--- src/rtl/lsu_pkg.sv ---
// lsu_pkg: size encodings, FSM state type and default data-memory depth shared by the load/store unit files
package lsu_pkg;
  localparam logic [1:0] SZ_BYTE = 2'b00;
  localparam logic [1:0] SZ_HALF = 2'b01;
  localparam logic [1:0] SZ_WORD = 2'b10;
  localparam int MEM_WORDS_DEF = 256;
  typedef enum logic [1:0] {IDLE, READ, WRITE, RESP} state_t;
endpackage

--- src/rtl/lsu_lane_unit.sv ---
// lsu_lane_unit: combinational lane logic; word/offset/size/sgn/wdata in, load_data (zero/sign-extended lane) and store_word (wdata merged into word) out
module lsu_lane_unit
  import lsu_pkg::*;
(
  input  logic [31:0] word,
  input  logic [1:0]  offset,
  input  logic [1:0]  size,
  input  logic        sgn,
  input  logic [31:0] wdata,
  output logic [31:0] load_data,
  output logic [31:0] store_word
);
  logic [7:0]  b;
  logic [15:0] h;
  logic [31:0] mask;
  always_comb begin
    b = word[{offset, 3'b000} +: 8];
    h = word[{offset[1], 4'b0000} +: 16];
    load_data = size == SZ_BYTE ? {{24{sgn & b[7]}}, b} :
                size == SZ_HALF ? {{16{sgn & h[15]}}, h} : word;
    mask = (size == SZ_BYTE ? 32'h0000_00ff : size == SZ_HALF ? 32'h0000_ffff : 32'hffff_ffff) << {offset, 3'b000};
    store_word = (word & ~mask) | ((wdata << {offset, 3'b000}) & mask);
  end
endmodule

--- src/rtl/load_store_unit.sv ---
// load_store_unit: data-memory initiator; req_* valid/ready request in, resp_* registered completion out, mem_* word-indexed memory port with RMW for sub-word stores; LSU_MISALIGN_TRAP_EN makes misaligned half/word accesses fault instead of aligning
module load_store_unit
  import lsu_pkg::*;
#(
  parameter int MEM_WORDS = MEM_WORDS_DEF,
  parameter int ADDR_W    = 16
) (
  input  logic              clk,
  input  logic              rst,
  input  logic              req_valid,
  output logic              req_ready,
  input  logic              req_write,
  input  logic [1:0]        req_size,
  input  logic              req_signed,
  input  logic [ADDR_W-1:0] req_addr,
  input  logic [31:0]       req_wdata,
  output logic              resp_valid,
  output logic [31:0]       resp_rdata,
  output logic              resp_fault,
  output logic [ADDR_W-1:0] mem_address,
  output logic              mem_write_en,
  output logic [31:0]       mem_write_data,
  input  logic [31:0]       mem_read_data
);
  state_t state, next;
  logic accept, bad, misalign;
  logic [1:0] off_a;
  logic write_q, sgn_q, fault_q;
  logic [1:0] size_q, off_q;
  logic [31:0] wdata_q, rdata_q, load_data, store_word;
  assign req_ready = state == IDLE && !rst;
  assign accept = req_valid && req_ready;
`ifdef LSU_MISALIGN_TRAP_EN
  assign misalign = (req_size == SZ_HALF && req_addr[0]) || (req_size == SZ_WORD && req_addr[1:0] != 2'b00);
  assign off_a = req_addr[1:0];
`else
  assign misalign = 1'b0;
  assign off_a = req_size == SZ_WORD ? 2'b00 : req_size == SZ_HALF ? {req_addr[1], 1'b0} : req_addr[1:0];
`endif
  assign bad = req_size == 2'b11 || {2'b00, req_addr[ADDR_W-1:2]} >= ADDR_W'(MEM_WORDS) || misalign;
  lsu_lane_unit u_lane (
    .word(mem_read_data),
    .offset(off_q),
    .size(size_q),
    .sgn(sgn_q),
    .wdata(wdata_q),
    .load_data(load_data),
    .store_word(store_word)
  );
  always_comb begin
    next = state == IDLE ? (accept ? (bad ? RESP : (req_write && req_size == SZ_WORD) ? WRITE : READ) : IDLE) :
           state == READ ? (write_q ? WRITE : RESP) :
           state == WRITE ? RESP : IDLE;
  end
  // responses are registered off the RESP state, so resp_valid rises as the FSM returns to IDLE
  always_ff @(posedge clk) begin
    if (rst) begin
      state <= IDLE;
      resp_valid <= 1'b0;
      resp_rdata <= '0;
      resp_fault <= 1'b0;
      mem_address <= '0;
      mem_write_en <= 1'b0;
      mem_write_data <= '0;
      write_q <= 1'b0;
      sgn_q <= 1'b0;
      fault_q <= 1'b0;
      size_q <= SZ_BYTE;
      off_q <= 2'b00;
      wdata_q <= '0;
      rdata_q <= '0;
    end else begin
      state <= next;
      resp_valid <= state == RESP;
      resp_fault <= state == RESP && fault_q;
      resp_rdata <= state == RESP ? rdata_q : '0;
      mem_write_en <= next == WRITE;
      if (accept) begin
        write_q <= req_write;
        sgn_q <= req_signed;
        size_q <= req_size;
        off_q <= off_a;
        wdata_q <= req_wdata;
        fault_q <= bad;
        rdata_q <= '0;
        if (!bad) mem_address <= {2'b00, req_addr[ADDR_W-1:2]};
      end
      if (state == IDLE && next == WRITE) mem_write_data <= req_wdata;
      if (state == READ) begin
        rdata_q <= write_q ? '0 : load_data;
        if (write_q) mem_write_data <= store_word;
      end
    end
  end
endmodule

--- config.mk ---
export PLATFORM = sky130hd
export DESIGN_NAME = load_store_unit
export DESIGN_NICKNAME = d
export VERILOG_FILES = /design/src/rtl/lsu_pkg.sv /design/src/rtl/lsu_lane_unit.sv /design/src/rtl/load_store_unit.sv
export SDC_FILE = /design/constraint.sdc
export NUM_CORES = 1
export LEC_CHECK = 0
export CORE_MARGIN = 10
export CORE_UTILIZATION = 51
export CTS_CLUSTER_SIZE = 25
export DETAILED_ROUTE_END_ITERATION = 8
export GPL_ROUTABILITY_DRIVEN = 0
export GPL_TIMING_DRIVEN = 1
export PLACE_DENSITY = 0.86
export SLEW_MARGIN = 20
export SYNTH_ARGS = -nofsm -noshare
export SYNTH_HDL_FRONTEND = slang
export SYNTH_HIERARCHICAL = 1
export SYNTH_SLANG_ARGS = --single-unit
--- constraint.sdc ---
create_clock -name clk -period 2.2 [get_ports clk]
set_clock_uncertainty 0.15 [all_clocks]
set_input_delay 0.44 -clock clk [delete_from_list [all_inputs] [get_ports clk]]
set_output_delay 0.44 -clock clk [all_outputs]
set_load 0.1 [all_outputs]
# --- Word-level counts from Yosys, hierarchy flattened ---
# Index checks and enable logic that the tools add are counted.
classes:
  eq_ne: 8
  order_cmp: 1
  n_shift: 4
  muxes: 19
  reduce_logical: 12
  n_bitwise: 8
op_table:
  columns: ["operator", "n"]
  rows:
  - ["$mux W32", 10]
  - ["$and A32 B32 Y32", 2]
  - ["$shl A32 B5 Y32", 2]
  - ["$not A32 Y32", 1]
  - ["$or A32 B32 Y32", 1]
  - ["$shiftx A32 B6 Y16", 1]
  - ["$shiftx A32 B6 Y8", 1]
  - ["$ge A14 B9 Y1 const B", 1]
  - ["$mux W2", 7]
  - ["$eq A2 B2 Y1 const B", 5]
  - ["$eq A2 B1 Y1 const B", 3]
  - ["$logic_and A1 B1 Y1", 5]
  - ["$logic_not A2 Y1", 2]
  - ["$and A1 B1 Y1", 2]
  - ["$mux W1", 2]
  - ["$not A1 Y1", 2]
  - ["$reduce_and A2 Y1", 1]
  - ["$reduce_bool A2 Y1", 1]
  - ["$reduce_or A2 Y1", 1]
  - ["$logic_not A1 Y1", 1]
  - ["$logic_or A1 B1 Y1", 1]
totals:
  register_bits: 154
  input_bits: 87
  wordCells: 66
  output_inout_bits: 84

# --- Logic depth before layout (Yosys ltp) ---
depth:
  ltp_word: 11
  mapped_depth: 8
  depth_no_buf: 5

# --- Hierarchy ---
# The synthesis kept the hierarchy.
by_module_without_submodules:
  columns: ["mod", "area_each_um2", "cells_each", "n_inst", "seq_area_each_um2"]
  rows:
  - ["load_store_unit", 6105.9, 673, 1, 3083.0]
  - ["lsu_lane_unit", 1625.3, 192, 1, 0.0]

# --- Worst setup path after synthesis ---
# Ideal clock, no wire load.
synth_path:
  kind: "reg-to-output"
  startpoint: "reg state[0]"
  endpoint: "out req_ready"
  required_ns: 1.610
  t_arrival_ns: 1.978
  path_buffers: 0
  path_slack_ns: -0.368
  stages_incl_launch_ff: 4
  cell_sequence: "dfxtp_1 > inv_1 > ha_1 > nor2b_1"
synth_between:
  elab_chain_cells: 2
synth_rtl:
  columns: ["element", "line_no", "text"]
  rows:
  - ["start: declaration", "load_store_unit.sv:25", "state_t state, next;"]
  - ["start signal: assignment", "load_store_unit.sv:73", "state <= next;"]
  - ["$logic_not A2 Y1", "load_store_unit.sv:31", "assign req_ready = state == IDLE && !rst;"]
  - ["$logic_and A1 B1 Y1", "load_store_unit.sv:31", null]
  - ["end: declaration", "load_store_unit.sv:11", "output logic req_ready,"]
# No other way between the ends.

# --- Final worst setup path ---
layout_path:
  startpoint: "in req_addr[10]"
  endpoint: "reg mem_write_data[7]"
layout_between:
  elab_chain_cells: 10
layout_rtl:
  columns: ["element", "line_no", "text"]
  rows:
  - ["start: declaration", "load_store_unit.sv:15", "input logic [ADDR_W-1:0] req_addr,"]
  - ["$ge A14 B9 Y1 (*)", "load_store_unit.sv:40", "assign bad = req_size == 2'b11 || {2'b00, req_addr[ADDR_W-1:2]} >= ADDR_W'(MEM_WORDS) || misalign;"]
  - ["$logic_or A1 B1 Y1 (*)", "load_store_unit.sv:40", null]
  - ["$mux W2 (*) (3 in series)", "load_store_unit.sv:51", "next = state == IDLE ? (accept ? (bad ? RESP : (req_write && req_size == SZ_WORD) ? WRITE : READ) : IDLE) :"]
  - ["$eq A2 B2 Y1 (*)", "load_store_unit.sv:88", "if (state == IDLE && next == WRITE) mem_write_data <= req_wdata;"]
  - ["$logic_and A1 B1 Y1 (*)", "load_store_unit.sv:88", null]
  - ["$mux W32 (*)", "load_store_unit.sv:88", null]
  - ["$mux W32", "load_store_unit.sv:91", "if (write_q) mem_write_data <= store_word;"]
  - ["$mux W32 (*)", "load_store_unit.sv:89", "if (state == READ) begin"]
  - ["end signal: assignment", "load_store_unit.sv:88", null]
  - ["end signal: assignment", "load_store_unit.sv:91", null]
  - ["end: declaration", "load_store_unit.sv:22", "output logic [31:0] mem_write_data,"]
# Every way passes the cells marked *; elsewhere a longest branch is shown, timed or not.
# A chain may end at the register's enable or synchronous reset.

==> reports/qor.txt <==
#FFs+latches synth = 154
DP HPWL = 19500 um
vias per cell = 6.55
Yosys cell types = 50
Initial Util = 0.526
Async SR Flop Fraction = 0
max frequency = 0.459 GHz
Worst Max-Slew Pin Slew = 0.718 ns
slowest stage delay, CP = 0.54 ns
Die Area = 20500 um^2
Yosys top cell by area = dfxtp_1
Routed WL per cell = 22.6 um
register area = 3090 um^2
CTS max path bufs = 2
post-layout minimum cycle time = 2.18 ns
Slew Viols, Final = 0
yosys warns = 6
DR DRC count = 0
design area = 10400 um^2
sequential share of the synthesized area = 0.399
worst-path cell with the longest stage delay = or4_1
synth top area cells = dfxtp_1 40%, nand2_1 4.7%, mux2_2 4.4%
Layout area overhead = 34.1%
commonest non-fill, non-tap cells in the layout = 152 x dfxtp_1, 136 x buf_4, 97 x nand2_1
Worst EP arrival = 2.33 ns
Post-Syn Area = 7730 um^2
worst-path maximum fanout = 7
CORE AREA = 14700 um^2
largest net degree at the start of global routing = 65
HP Start = mem_address[10]
fin crit share = 0.991
final WL = 27500 um
Max transition margin = 0.520
Clock Latency Late Sink = 0.43 ns
multiplexer share of the synthesized area = 0.122
cell mode on critical path = buf_4
Antenna Nets Post-Route = 0
area of the multi-input gates = 4260 um^2
Avg Inst Size Synth = 8.94 um^2
Adder-Cell Fraction of Synth Area = 0.00647
WP data required = 2.35 ns
FP Rows = 44
initial DRC count = 1304
H-tree depth = 4
most common cell after layout, fill and taps aside = dfxtp_1
Max Cap Viol = 0
initial antenna violation count = 1
first-pass GRT wire length = 41600 um
final core utilization = 0.705
router iterations before antenna repair = 6
Lkg Pwr = 0.00416 uW
Setup crit start kind = input pin
Post-DP Area = 9730 um^2
clk sinks = 154
worst r2r src = state[0]
r2r endpoint = mem_write_data[7]
Mapped Cells = 865
number of CTS-inserted buffers = 17
status = finished, final reports clean
GRT Util Overall = 0.258
final hold vios = 0
main combinational cell family by area after synthesis = simple AND/OR/NAND/NOR gates
CTS tree = yes
clk slew on worst S/H paths = 0.06 ns
Fill cells = 1066
setup violators final = 0
I/O Buffers = 168
Hold Path Class = register to register
Clock Tree Root = clkbuf_16
Die X-Extent = 143 um
Die Ht = 143 um
WS Path Type = input pin to register
xor/xnor share of the synthesized area = 0.00113
GRT overflow = 0
Peak VDD IR = 0.549 mV
Top FF cell, synth = dfxtp_1
Hold Path Depth = 1
Critical Path End Type = register
Boundary Pins = 171
post-synth top area share = 0.399
Power Density = 712 nW/um^2
R2R cell count = 6
via count = 7974
cells along the critical path = clkdlybuf4s50_1, or4_1, buf_4, buf_4, o41ai_1, a31oi_1
EDFF count, synth = 0
Final nets = 1110
Hold EP = mem_address[10]
FF-to-FF setup slack = 0.09 ns
Simple-Gate Fraction of Synth Area = 0.215
compound-cell area share of the yosys netlist = 0.198
vias in the first global route = 7455
share of layout cells above drive strength 1 = 0.230
cell families after synthesis:
family                   Yosys count
buffers and inverters            107
multiplexers                      81
adder cells (fa/ha/maj)            4
XOR/XNOR                           1
AND/OR/NAND/NOR                  303
flip-flops                       154
other                              1
AO/OA/AOI/OAI                    214
layer usage:
| metal | up-vias | global-route usage | routed length [um] |
|---|---|---|---|
| met5 | - | 0 | 0 |
| met4 | 0 | 0.128 | 1210 |
| li1 | 3571 | - | - |
| met2 | 547 | 0.423 | 13200 |
| met3 | 90 | 0.0650 | 2810 |
| met1 | 3766 | 0.307 | 10300 |
critical path, delay by kind of cell:
family,cells,cell delay [ns]
compound gates,2,0.54
buf+inv,3,0.81
simple gates,1,0.54
sequential cells by signal, summed over array words and instances, names as in the netlist:
| signal | count |
|---|---|
| fault_q | 1 |
| mem_address | 14 |
| mem_write_data | 32 |
| mem_write_en | 1 |
| off_q | 2 |
| rdata_q | 32 |
| resp_fault | 1 |
| resp_rdata | 32 |
| resp_valid | 1 |
| sgn_q | 1 |
| size_q | 2 |
| state | 2 |
| wdata_q | 32 |
| write_q | 1 |
cell usage after synthesis, types with 3 or more instances:
library cell,number
a21oi_1,13
a221o_1,8
a22o_1,8
a31oi_1,34
a32oi_1,32
and2_1,39
and4b_1,32
buf_1,5
buf_2,10
buf_4,5
clkbuf_1,80
dfxtp_1,154
ha_1,4
inv_1,3
mux2_1,13
mux2_2,30
mux2i_1,32
mux4_2,6
nand2_1,97
nand2b_1,5
nand3_1,39
nand3b_1,3
nand4_1,40
nor2_1,34
nor2b_1,6
o211ai_1,4
o21ai_0,32
o21ai_1,22
o2bb2ai_1,8
o31ai_1,9
o41ai_1,32
stage by stage:
step | setup TNS, ns | cells | setup slack, ns | hold slack (ns) | power, uW
finish | 0 | 1217 | 0.0194 | 0.310 | 7380
global route | -0.115 | 1217 | -0.115 | 0.326 | 7590
CTS | 0 | 1216 | 0.0366 | 0.310 | 7340
detailed placement | -13.56 | 1184 | -0.374 | 0.293 | 4390
global placement | -11.29 | 1184 | -0.297 | 0.286 | 4370
floorplan | 0 | 866 | 0.148 | 0.279 | 3820
what timing repair did:
item,in CTS,in global routing
gates resized for setup,0,8
setup buffers,0,0
hold buffers,0,0
endpoints found under the setup margin,0,29
worst max path at each step:
| stage | to | start |
|---|---|---|
| floorplan | req_ready | state[0] |
| global placement | mem_write_en | req_addr[10] |
| detailed placement | mem_write_data[3] | req_addr[10] |
| CTS | mem_write_data[3] | req_addr[10] |
| global route | mem_write_data[7] | req_addr[10] |
| finish | mem_write_data[7] | req_addr[10] |
cell type report:
| type | instances | share of cell area |
|---|---|---|
| well taps | 184 | 0.0222 |
| clock buffers | 17 | 0.0410 |
| inverters | 5 | 0.00254 |
| clock inverters | 15 | 0.0168 |
| multi-input cells | 605 | 0.411 |
| repair buffers | 236 | 0.209 |
| diodes | 1 | 0.000241 |
| flip-flops and latches | 154 | 0.298 |
report_power, final:
part           switching [uW]  total, uW  internal [uW]
clock network            1270       2980           1710
logic                     828       1410            586
registers                94.4       2980           2890
total                    2190       7380           5190
No activity file was read; power rests on OpenSTA's default activity.
